<file path="src/rtl/tp8_pkg.sv">
// ---------------------------------------------------------------------------
// tp8_pkg
// Shared definitions for the tp8 host GPIO command path: opcodes, command word
// field positions, log FSM state encodings, readback source encodings and the
// STATUS word bit map.
// ---------------------------------------------------------------------------
package tp8_pkg;

    // Opcodes carried in i_gpio[31:24]
    localparam logic [7:0] CMD_RST  = 8'h01;
    localparam logic [7:0] CMD_ENB  = 8'h02;
    localparam logic [7:0] CMD_BERQ = 8'h03;
    localparam logic [7:0] CMD_LOG  = 8'h04;
    localparam logic [7:0] CMD_READ = 8'h05;
    localparam logic [7:0] CMD_BERI = 8'h06;
    localparam logic [7:0] CMD_ADDR = 8'h07;

    // Command word fields
    localparam int OPC_MSB     = 31;
    localparam int OPC_LSB     = 24;
    localparam int STROBE_BIT  = 23;
    localparam int PAYLOAD_MSB = 22;

    // Log FSM states; encoding is reported in the STATUS word
    typedef enum logic [1:0] {
        ST_IDLE = 2'd0,
        ST_RUN  = 2'd1,
        ST_FULL = 2'd2,
        ST_READ = 2'd3
    } log_state_t;

    // Readback source select
    typedef enum logic [1:0] {
        SRC_STATUS = 2'd0,
        SRC_BER_Q  = 2'd1,
        SRC_BER_I  = 2'd2,
        SRC_MEM    = 2'd3
    } rb_src_t;

    // STATUS word bit map (address occupies the low NB_ADDR bits)
    localparam int ST_STATE_MSB = 31;
    localparam int ST_STATE_LSB = 30;
    localparam int ST_FULL_BIT  = 29;
    localparam int ST_SRST_BIT  = 28;
    localparam int ST_RX_BIT    = 27;
    localparam int ST_TX_BIT    = 26;
    localparam int ST_PHASE_MSB = 25;
    localparam int ST_PHASE_LSB = 24;

    // Memory readback word: valid flag on top, data in the low bits
    localparam int MEM_VALID_BIT = 31;

endpackage

</file>
<file path="src/rtl/log_ctrl_fsm.sv">
// ---------------------------------------------------------------------------
// log_ctrl_fsm
// Sequences the log memory through capture and read-out.
//
//   state | meaning
//   IDLE  | memory inactive, waiting for arm or read
//   RUN   | capturing (o_log_run=1) until i_mem_full
//   FULL  | capture finished, waiting for read
//   READ  | host reads the memory (o_log_read=1)
//
// Ports
//   clock, i_reset      system clock, async active-high reset
//   i_soft_reset        forces and holds IDLE while high
//   i_cmd_arm           LOG p0=1 pulse
//   i_cmd_abort         LOG p0=0 pulse
//   i_cmd_read          READ pulse
//   i_mem_full          log memory full flag (used only in RUN)
//   o_log_run           capture enable
//   o_log_read          read mode
//   o_state             current state encoding
// ---------------------------------------------------------------------------
module log_ctrl_fsm
    import tp8_pkg::*;
(
    input  logic       clock,
    input  logic       i_reset,
    input  logic       i_soft_reset,
    input  logic       i_cmd_arm,
    input  logic       i_cmd_abort,
    input  logic       i_cmd_read,
    input  logic       i_mem_full,
    output logic       o_log_run,
    output logic       o_log_read,
    output logic [1:0] o_state
);

    log_state_t r_state;
    log_state_t w_next;

    always_ff @(posedge clock or posedge i_reset) begin
        if (i_reset) begin
            r_state <= ST_IDLE;
        end else begin
            r_state <= w_next;
        end
    end

    // Outputs decode the registered state, so o_log_run falls on the same
    // edge that moves RUN to FULL.
    always_comb begin
        w_next     = r_state;
        o_log_run  = 1'b0;
        o_log_read = 1'b0;

        if (i_soft_reset) begin
            w_next = ST_IDLE;
        end else begin
            case (r_state)
                ST_IDLE: begin
                    if (i_cmd_arm)       w_next = ST_RUN;
                    else if (i_cmd_read) w_next = ST_READ;
                end
                ST_RUN: begin
                    // Re-arm is a no-op and READ is refused while capturing
                    if (i_cmd_abort)     w_next = ST_IDLE;
                    else if (i_mem_full) w_next = ST_FULL;
                end
                ST_FULL: begin
                    if (i_cmd_read)       w_next = ST_READ;
                    else if (i_cmd_arm)   w_next = ST_RUN;
                    else if (i_cmd_abort) w_next = ST_IDLE;
                end
                ST_READ: begin
                    if (i_cmd_arm)        w_next = ST_RUN;
                    else if (i_cmd_abort) w_next = ST_IDLE;
                end
                default: w_next = ST_IDLE;
            endcase
        end

        case (r_state)
            ST_RUN:  o_log_run  = 1'b1;
            ST_READ: o_log_read = 1'b1;
            default: ;
        endcase
    end

    assign o_state = r_state;

endmodule

</file>
<file path="src/rtl/gpio_cmd_sequencer.sv">
// ---------------------------------------------------------------------------
// gpio_cmd_sequencer
// Command decoder/sequencer between the 32-bit host GPIO word and the tp8
// datapath. Strobed commands update control registers (soft reset, tx/rx
// enable, phase, log memory address), drive the log FSM, and choose what is
// returned on o_gpio (STATUS, a BER counter half, or log memory data).
//
// Ports
//   clock          system clock
//   i_reset        async active-high reset
//   i_gpio         {opcode[31:24], strobe[23], payload[22:0]}
//   o_gpio         registered readback word
//   o_soft_reset   datapath soft reset level
//   o_enb_tx       transmitter enable
//   o_enb_rx       receiver enable
//   o_phase        receiver sampling phase
//   o_log_run      log capture enable
//   o_log_read     log read mode
//   o_mem_addr     log memory read address
//   i_mem_data     log memory read data (1-cycle synchronous read)
//   i_mem_full     log memory full flag
//   i_ber_err_i    BER error counter, I branch
//   i_ber_err_q    BER error counter, Q branch
// ---------------------------------------------------------------------------
module gpio_cmd_sequencer
    import tp8_pkg::*;
#(
    parameter int NB_GPIOS = 32,
    parameter int NB_CMD   = 8,
    parameter int NB_ADDR  = 10,
    parameter int NB_LOG   = 11,
    parameter int NB_BER   = 64
)(
    input  logic                clock,
    input  logic                i_reset,
    input  logic [NB_GPIOS-1:0] i_gpio,
    output logic [NB_GPIOS-1:0] o_gpio,
    output logic                o_soft_reset,
    output logic                o_enb_tx,
    output logic                o_enb_rx,
    output logic [1:0]          o_phase,
    output logic                o_log_run,
    output logic                o_log_read,
    output logic [NB_ADDR-1:0]  o_mem_addr,
    input  logic [NB_LOG-1:0]   i_mem_data,
    input  logic                i_mem_full,
    input  logic [NB_BER-1:0]   i_ber_err_i,
    input  logic [NB_BER-1:0]   i_ber_err_q
);

    logic [NB_GPIOS-1:0]   r_gpio_d;
    logic                  r_strobe_dd;
    logic                  r_soft_reset;
    logic                  r_enb_tx;
    logic                  r_enb_rx;
    logic [1:0]            r_phase;
    logic [NB_ADDR-1:0]    r_mem_addr;
    rb_src_t               r_src;
    logic                  r_ber_hi;
    logic [NB_GPIOS-1:0]   r_gpio_out;

    logic                  w_fire;
    logic [NB_CMD-1:0]     w_opcode;
    logic [PAYLOAD_MSB:0]  w_payload;
    logic                  w_cmd_rst;
    logic                  w_cmd_enb;
    logic                  w_cmd_berq;
    logic                  w_cmd_beri;
    logic                  w_cmd_log;
    logic                  w_cmd_read;
    logic                  w_cmd_addr;
    logic [1:0]            w_state;
    logic [NB_GPIOS-1:0]   w_status;
    logic [NB_GPIOS-1:0]   w_mem_word;
    logic [NB_GPIOS-1:0]   w_rb;
    logic                  w_unused_payload;

    // Only the strobe bit of the second stage is needed for edge detection.
    // Both stages clear on reset, so a strobe already high at release fires.
    always_ff @(posedge clock or posedge i_reset) begin
        if (i_reset) begin
            r_gpio_d    <= '0;
            r_strobe_dd <= 1'b0;
        end else begin
            r_gpio_d    <= i_gpio;
            r_strobe_dd <= r_gpio_d[STROBE_BIT];
        end
    end

    assign w_fire    = r_gpio_d[STROBE_BIT] & ~r_strobe_dd;
    assign w_opcode  = r_gpio_d[OPC_MSB:OPC_LSB];
    assign w_payload = r_gpio_d[PAYLOAD_MSB:0];

    assign w_unused_payload = ^w_payload[PAYLOAD_MSB:NB_ADDR];

    always_comb begin
        w_cmd_rst  = 1'b0;
        w_cmd_enb  = 1'b0;
        w_cmd_berq = 1'b0;
        w_cmd_beri = 1'b0;
        w_cmd_log  = 1'b0;
        w_cmd_read = 1'b0;
        w_cmd_addr = 1'b0;
        if (w_fire) begin
            case (w_opcode)
                CMD_RST:  w_cmd_rst  = 1'b1;
                CMD_ENB:  w_cmd_enb  = 1'b1;
                CMD_BERQ: w_cmd_berq = 1'b1;
                CMD_BERI: w_cmd_beri = 1'b1;
                CMD_LOG:  w_cmd_log  = 1'b1;
                CMD_READ: w_cmd_read = 1'b1;
                CMD_ADDR: w_cmd_addr = 1'b1;
                default:  ;
            endcase
        end
    end

    always_ff @(posedge clock or posedge i_reset) begin
        if (i_reset) begin
            r_soft_reset <= 1'b0;
            r_enb_tx     <= 1'b0;
            r_enb_rx     <= 1'b0;
            r_phase      <= 2'd0;
            r_mem_addr   <= '0;
            r_src        <= SRC_STATUS;
            r_ber_hi     <= 1'b0;
        end else begin
            if (w_cmd_rst) begin
                r_soft_reset <= w_payload[0];
            end
            if (w_cmd_enb) begin
                r_enb_tx <= w_payload[0];
                r_enb_rx <= w_payload[1];
                r_phase  <= w_payload[3:2];
            end
            if (w_cmd_addr) begin
                r_mem_addr <= w_payload[NB_ADDR-1:0];
            end

            if (w_cmd_rst || w_cmd_enb || w_cmd_log || w_cmd_read) begin
                r_src <= SRC_STATUS;
            end else if (w_cmd_berq) begin
                r_src    <= SRC_BER_Q;
                r_ber_hi <= w_payload[0];
            end else if (w_cmd_beri) begin
                r_src    <= SRC_BER_I;
                r_ber_hi <= w_payload[0];
            end else if (w_cmd_addr) begin
                r_src <= SRC_MEM;
            end
        end
    end

    log_ctrl_fsm u_log_ctrl_fsm (
        .clock        (clock),
        .i_reset      (i_reset),
        .i_soft_reset (r_soft_reset),
        .i_cmd_arm    (w_cmd_log & w_payload[0]),
        .i_cmd_abort  (w_cmd_log & ~w_payload[0]),
        .i_cmd_read   (w_cmd_read),
        .i_mem_full   (i_mem_full),
        .o_log_run    (o_log_run),
        .o_log_read   (o_log_read),
        .o_state      (w_state)
    );

    always_comb begin
        w_status = '0;
        w_status[ST_STATE_MSB:ST_STATE_LSB] = w_state;
        w_status[ST_FULL_BIT]               = i_mem_full;
        w_status[ST_SRST_BIT]               = r_soft_reset;
        w_status[ST_RX_BIT]                 = r_enb_rx;
        w_status[ST_TX_BIT]                 = r_enb_tx;
        w_status[ST_PHASE_MSB:ST_PHASE_LSB] = r_phase;
        w_status[NB_ADDR-1:0]               = r_mem_addr;

        w_mem_word = '0;
        w_mem_word[MEM_VALID_BIT]  = 1'b1;
        w_mem_word[NB_LOG-1:0]     = i_mem_data;

        case (r_src)
            SRC_BER_Q: w_rb = r_ber_hi ? i_ber_err_q[2*NB_GPIOS-1:NB_GPIOS]
                                       : i_ber_err_q[NB_GPIOS-1:0];
            SRC_BER_I: w_rb = r_ber_hi ? i_ber_err_i[2*NB_GPIOS-1:NB_GPIOS]
                                       : i_ber_err_i[NB_GPIOS-1:0];
            SRC_MEM:   w_rb = w_mem_word;
            default:   w_rb = w_status;
        endcase
    end

    always_ff @(posedge clock or posedge i_reset) begin
        if (i_reset) begin
            r_gpio_out <= '0;
        end else begin
            r_gpio_out <= w_rb;
        end
    end

    assign o_gpio       = r_gpio_out;
    assign o_soft_reset = r_soft_reset;
    assign o_enb_tx     = r_enb_tx;
    assign o_enb_rx     = r_enb_rx;
    assign o_phase      = r_phase;
    assign o_mem_addr   = r_mem_addr;

endmodule
</file>
<file path="config.mk">
export PLATFORM = sky130hd
export DESIGN_NAME = gpio_cmd_sequencer
export DESIGN_NICKNAME = d
export VERILOG_FILES = /design/src/rtl/tp8_pkg.sv /design/src/rtl/log_ctrl_fsm.sv /design/src/rtl/gpio_cmd_sequencer.sv
export SDC_FILE = /design/constraint.sdc
export NUM_CORES = 1
export LEC_CHECK = 0
export CORE_UTILIZATION = 37
export DETAILED_ROUTE_END_ITERATION = 6
export HOLD_SLACK_MARGIN = 0.06
export PLACE_DENSITY = 0.9
export SYNTH_ARGS = -nofsm -noshare
export SYNTH_HDL_FRONTEND = slang
export SYNTH_SLANG_ARGS = --single-unit
export TNS_END_PERCENT = 1
</file>
<file path="constraint.sdc">
create_clock -name clock -period 3 [get_ports clock]
set_input_delay 0.6 -clock clock [delete_from_list [all_inputs] [get_ports clock]]
set_output_delay 0.6 -clock clock [all_outputs]
set_load 0.02 [all_outputs]
</file>
; ---- Yosys cells after proc, flatten, opt, wreduce, memory -nomap -nowiden
; Cells that the tools add are included.
[word_totals]
wordCells = 74
latch_bits = 0
mem_bits_rw = 0
output_inout_bits = 49
register_bits = 85
mem_count = 0
rom_bits = 0
[classes]
magnitude_cmp = 0
reduce_logical = 8
n_eq_ne = 15
bitwise_logic = 6
n_mul = 0
add_sub_neg = 0
div_mod_pow = 0
n_mux = 34
n_shift = 0
[ops]
columns = operator, n
row1 = one-hot mux 32 bit (3 select lines), 1
row2 = two-way mux 32 bit, 2
row3 = == test 8 x 3 -> 1 bit (second input constant), 4
row4 = two-way mux 2 bit, 12
row5 = two-way mux 1 bit, 18
row6 = == test 8 x 2 -> 1 bit (second input constant), 2
row7 = == test 2 bit (second input constant), 4
row8 = == test 8 x 1 -> 1 bit (second input constant), 1
row9 = != test 4 x 3 -> 1 bit (second input constant), 2
row10 = one-hot mux 2 bit (4 select lines), 1
row11 = == test 2 x 1 -> 1 bit (second input constant), 2
row12 = AND reduction 2 bit, 2
row13 = nonzero test 4 bit, 1
row14 = bitwise AND 1 bit, 3
row15 = logical OR 1 bit, 3
row16 = NOT 1 bit, 3
row17 = logical NOT 2 bit, 1
row18 = nonzero test 2 bit, 1

; ---- Logic depth before layout (Yosys ltp)
[depth]
depth_word = 9
mapped_depth = 6
depth_no_buf = 4

; ---- Modules after synthesis
; From an unflattened synthesis, not the netlist that was laid out.
[hier_totals]
hier_cells = 257
area_unflattened_um2 = 3482.1
[modules_own_cells]
columns = module, n_inst, area_each_um2, cells_per_inst
row1 = gpio_cmd_sequencer, 1, 3354.5, 242
row2 = log_ctrl_fsm, 1, 127.6, 15

; ---- Worst setup path before layout
; No wires, ideal clock.
[synth_path]
kind = register to register
startpoint = register r_gpio_d[29]
endpoint = register r_mem_addr[0] (netlist: o_mem_addr[0])
path_buffers = 1
stages_incl_launch_ff = 6
setup_ns = 0.125
slack_ns = 1.444
t_arrival_ns = 1.431
period_less_slack_ns = 1.556
required_ns = 2.875
path_cell_list = dfrtp_1 nor4_1 and3_1 and4_4 buf_12 mux2_4
[synth_between]
elab_chain_len = 3
[synth_lines]
columns = item, line_no
row1 = start: declaration, gpio_cmd_sequencer.sv:51  ; logic [NB_GPIOS-1:0] r_gpio_d;
row2 = start signal: assignment, gpio_cmd_sequencer.sv:85  ; r_gpio_d <= i_gpio;
row3 = == test 8 x 3 -> 1 bit, gpio_cmd_sequencer.sv:105  ; case (w_opcode)
row4 = two-way mux 1 bit, gpio_cmd_sequencer.sv:105
row5 = two-way mux 1 bit, gpio_cmd_sequencer.sv:104  ; if (w_fire) begin
row6 = end signal: assignment, gpio_cmd_sequencer.sv:137  ; r_mem_addr <= w_payload[NB_ADDR-1:0];
row7 = end: declaration, gpio_cmd_sequencer.sv:57  ; logic [NB_ADDR-1:0] r_mem_addr;
; Every way passes these cells.
; A chain may end at the register's enable or synchronous reset.

; ---- Final worst setup path
[layout_path]
startpoint = register u_log_ctrl_fsm.r_state[0] (netlist: u_log_ctrl_fsm.o_state[0])
endpoint = output o_log_run
[layout_between]
elab_chain_len = 2
[layout_lines]
columns = item, line_no
row1 = start: declaration, log_ctrl_fsm.sv:37  ; log_state_t r_state;
row2 = start signal: assignment, log_ctrl_fsm.sv:44  ; r_state <= w_next;
row3 = == test 2 x 1 -> 1 bit, log_ctrl_fsm.sv:81  ; case (r_state)
row4 = two-way mux 1 bit, log_ctrl_fsm.sv:81
row5 = end: declaration, gpio_cmd_sequencer.sv:42  ; output logic o_log_run,
; Every way passes these cells.

==> tab_implementation.tex <==
\begin{tabular}{lr}
\hline
Metric & Value \\
\hline
\multicolumn{2}{l}{\textbf{Run status}} \\
Result of the run & completed \\
\multicolumn{2}{l}{\textbf{Worst setup path}} \\
Reg-to-reg setup timing slack & 0.88 ns \\
Highest cell delay on the worst timing path & 0.65 ns \\
Critical path buffer and inverter count & 1 \\
Reg-to-reg startpoint & r\_ber\_hi \\
Critical-path cell list & nor2b\_1, clkdlybuf4s50\_1 \\
Kind of cell adding the most delay to the critical path & buffers and inverters \\
Depth of the worst register-to-register path & 2 \\
Worst endpoint data arrival time & 1.71 ns \\
Required time at the worst-slack endpoint & 2.40 ns \\
Critical Setup Path Class & reg2out \\
Worst-path maximum fanout & 7 \\
Worst setup path startpoint & u\_log\_ctrl\_fsm.o\_state[0] \\
Slowest cell on the critical path & clkdlybuf4s50\_1 \\
Element type at the critical path end & output pin \\
Reg2Reg Capture Point & o\_gpio[3] \\
Startpoint type of the worst setup path & flip-flop \\
\multicolumn{2}{l}{\textbf{Timing}} \\
Final WS setup & 0.693 ns \\
Rel. slew slack & 32.7\% \\
Clk\_skew & 0.0106 ns \\
Slew at the pin closest to its max-slew limit & 1.01 ns \\
Final cycle utilization of the critical path & 76.9\% \\
Setup TNS after final layout & 0 ns \\
Slew Viols, Final & 0 \\
Number of setup violations in the final report & 0 \\
Max Fclk & 0.433 GHz \\
Minimum clock period & 2.31 ns \\
RSZ-0062 raised after global routing & no \\
Number of hold violations in the final report & 0 \\
\multicolumn{2}{l}{\textbf{Min path}} \\
Startpoint of the lowest-slack hold path & r\_gpio\_d[23] \\
End point of the worst hold path & r\_strobe\_dd \\
Worst hold path stage count & 0 \\
Path category of the worst min-delay check & reg2reg \\
\multicolumn{2}{l}{\textbf{Clock tree}} \\
Sinks on Clock Net & 72 \\
Maximum root-to-sink buffer count & 2 \\
Number of CTS-inserted buffers & 9 \\
Number of hold buffers added after CTS & 0 \\
CTS tree & yes \\
Clock transition at the registers of the reported paths & 0.08 ns \\
Clock root buffer & clkbuf\_8 \\
Post-CTS Setup Bufs & 0 \\
Number of H-tree levels & 3 \\
Post-CTS sizing & 0 \\
Clk Latency, worst-skew pair & 0.34 ns \\
\multicolumn{2}{l}{\textbf{Power}} \\
P\_sw & 675 uW \\
Share of power burned in the clock network & 28.2\% \\
Switch share & 27.9\% \\
Maximum vdd ir drop & 320 uV \\
Sequential fraction of design power & 45.6\% \\
Internal cell power & 1.74 mW \\
Part of the power in combinational logic & 26.2\% \\
Power per standard cell area & 415 nW/um\^{}2 \\
Leakage Power & 2.30 nW \\
\multicolumn{2}{l}{\textbf{Synth}} \\
Number of synthesized register bits & 72 \\
Summed instance area of the synthesized netlist & 3480 um\^{}2 \\
Sequential element share of the synthesized area & 51.7\% \\
Area fraction in compound gates after synthesis & 7.58\% \\
Count of flip-flops with a built-in enable after synthesis & 0 \\
Combinational family with the most area after synthesis & multiplexers \\
Mean instance size in the synthesized netlist & 13.5 um\^{}2 \\
Fraction of the mapped netlist area in simple logic gates & 4.88\% \\
Library cells used by synthesis & 35 \\
Adder-cell area share of the yosys netlist & 0\% \\
Post-synth ARST share & 100\% \\
Most common flop cell mapped by yosys & dfrtp\_1 \\
Synth warnings & 0 \\
Nets in the synthesized netlist & 433 \\
Xor and xnor area share after synthesis & 0.754\% \\
Post-Syn Instances & 259 \\
Mux cell area share after synthesis & 31.2\% \\
\multicolumn{2}{l}{\textbf{Finish}} \\
Nets@finish & 638 \\
Area growth from synthesis to layout & 67.0\% \\
Diode count & 0 \\
Fillers & 727 \\
Fraction of the core area covered by cells at the end of the flow & 63.3\% \\
Share of post-route cells with drive strength above 1 & 15.1\% \\
\multicolumn{2}{l}{\textbf{Route}} \\
Post-DR wirelength/cell & 18.1 um \\
Post-detailed-route count of antenna-violating nets & 0 \\
Iteration count of the initial detailed-routing pass & 4 \\
Aggregate routed wire length & 10.5 mm \\
Routed via count divided by cell count & 5.01 \\
Number of remaining DRC errors & 0 \\
Overall via count from detail\_route & 2903 \\
Iteration-0 DRC Markers & 58 \\
\multicolumn{2}{l}{\textbf{Die}} \\
Number of top-level pins & 223 \\
Number of placement rows & 35 \\
Chip Height & 99.0 um \\
DIE AREA & 9810 um\^{}2 \\
X dimension of the die & 99.0 um \\
Initial cell density of the core & 37.9\% \\
Area of the core & 9200 um\^{}2 \\
\multicolumn{2}{l}{\textbf{Placed design}} \\
GPL Wtd Cong & 0.839 \\
Worst-case setup slack after placement & 0.883 ns \\
Detailed placement HPWL & 7.98 mm \\
Number of I/O port buffers & 209 \\
\multicolumn{2}{l}{\textbf{Global routing}} \\
Largest net degree at the start of global routing & 67 \\
Overflow after GRT & 0 \\
Overall global routing resource usage & 22.0\% \\
First-pass GRT wire length & 16.4 mm \\
Vias in the first global route & 3243 \\
Number of antenna violations at the first check in global routing & 0 \\
\multicolumn{2}{l}{\textbf{Run}} \\
Maximum Capacitance Violations & 0 \\
\hline
\end{tabular}
cells in the final DEF, fill, tap and decap left out, types with 2 or more instances in the layout:
| cell | count |
|---|---|
| a21oi_1 | 3 |
| clkdlybuf4s50_1 | 209 |
| nand2_1 | 9 |
| clkbuf_8 | 9 |
| o22ai_1 | 19 |
| clkinvlp_4 | 2 |
| nand3_1 | 2 |
| dfrtp_1 | 71 |
| mux2_4 | 10 |
| mux2_2 | 26 |
| clkinv_2 | 3 |
| nor2_1 | 9 |
| xor2_1 | 2 |
| nand2b_1 | 3 |
| nor2b_1 | 2 |
| mux4_2 | 10 |
| buf_4 | 4 |
| and3_1 | 2 |
| o21ai_0 | 10 |
| a31oi_1 | 2 |
| mux2i_1 | 42 |
| inv_1 | 2 |
| inv_6 | 2 |
| a32o_1 | 2 |
per-layer routing:
layer,vias up,part of all wire [%],GRT usage (%)
met2,102,54,40.5
met5,-,0,0
met1,1413,38,24.6
met4,0,2.1,9.18
met3,19,5.3,4.68
li1,1369,-,-
how the worst max path moves through the flow:
stage / cells after the start / end
detailed placement: 2 / o_gpio[3]
CTS: 2 / o_log_run
floorplan: 1 / o_enb_rx
finish: 2 / o_log_run
global route: 2 / o_log_run
global placement: 2 / o_gpio[0]
stage by stage:
step,cell area [um^2],hold slack (ns),std cells,total power [mW]
6_report,5820,0.387,580,2.41
5_1_grt,5820,0.396,580,2.54
4_1_cts,5820,0.388,580,2.44
2_1_floorplan,3480,0.346,259,1.38
3_5_place_dp,5650,0.378,564,1.76
3_3_place_gp,5650,0.350,564,1.74
registers in the layout, summed over array words and instances (netlist names):
signal / count
u_log_ctrl_fsm.o_state: 2
o_gpio: 32
r_src: 2
o_mem_addr: 10
o_enb_tx: 1
o_soft_reset: 1
r_strobe_dd: 1
r_ber_hi: 1
o_enb_rx: 1
r_gpio_d: 19
o_phase: 2
worst register-to-register path: cells and delay by family, from the launching register on:
kind	cells	cell delay [ns]
flops	1	1.10
mux	2	0.90
power groups by stage:
stage	logic, mW	clock network, mW	registers (mW)
CTS	0.640	0.702	1.10
detailed placement	0.637	0	1.12
global placement	0.620	0	1.11
finish	0.633	0.682	1.10
floorplan	0.224	0	1.15
global route	0.676	0.755	1.11
Yosys cell counts, types with 4 or more instances:
| cell | number | area share (%) |
|---|---|---|
| dfrtp_1 | 72 | 52 |
| mux2_4 | 10 | 4.3 |
| clkbuf_1 | 4 | 0.43 |
| mux4_2 | 10 | 6.5 |
| nor2_1 | 9 | 0.97 |
| o21ai_0 | 10 | 1.4 |
| mux2i_1 | 42 | 12 |
| nand2_1 | 9 | 0.97 |
| buf_2 | 10 | 1.4 |
| o22ai_1 | 19 | 3.4 |
| mux2_2 | 26 | 8.4 |
cell families (layout without fill, tap and decap cells):
kind of cell              after synthesis  in the layout
DFF                                    72             72
buffers and inverters                  23            233
and+or+nand+nor                        32             32
xor gates and xnor gates                3              3
AOI/OAI and AO/OA                      41             41
muxes                                  88             88
final cells by class:
class                   instances  area [um^2]  area share, %
repair buffers                214         2140           36.8
flip-flops and latches         72         1810           31.0
multi-input cells             164         1550           26.6
well taps                     111          139           2.39
clock buffers                  10          128           2.19
clock inverters                 6         42.5          0.731
inverters                       3         12.5          0.215
No activity file was read; power rests on OpenSTA's default activity.
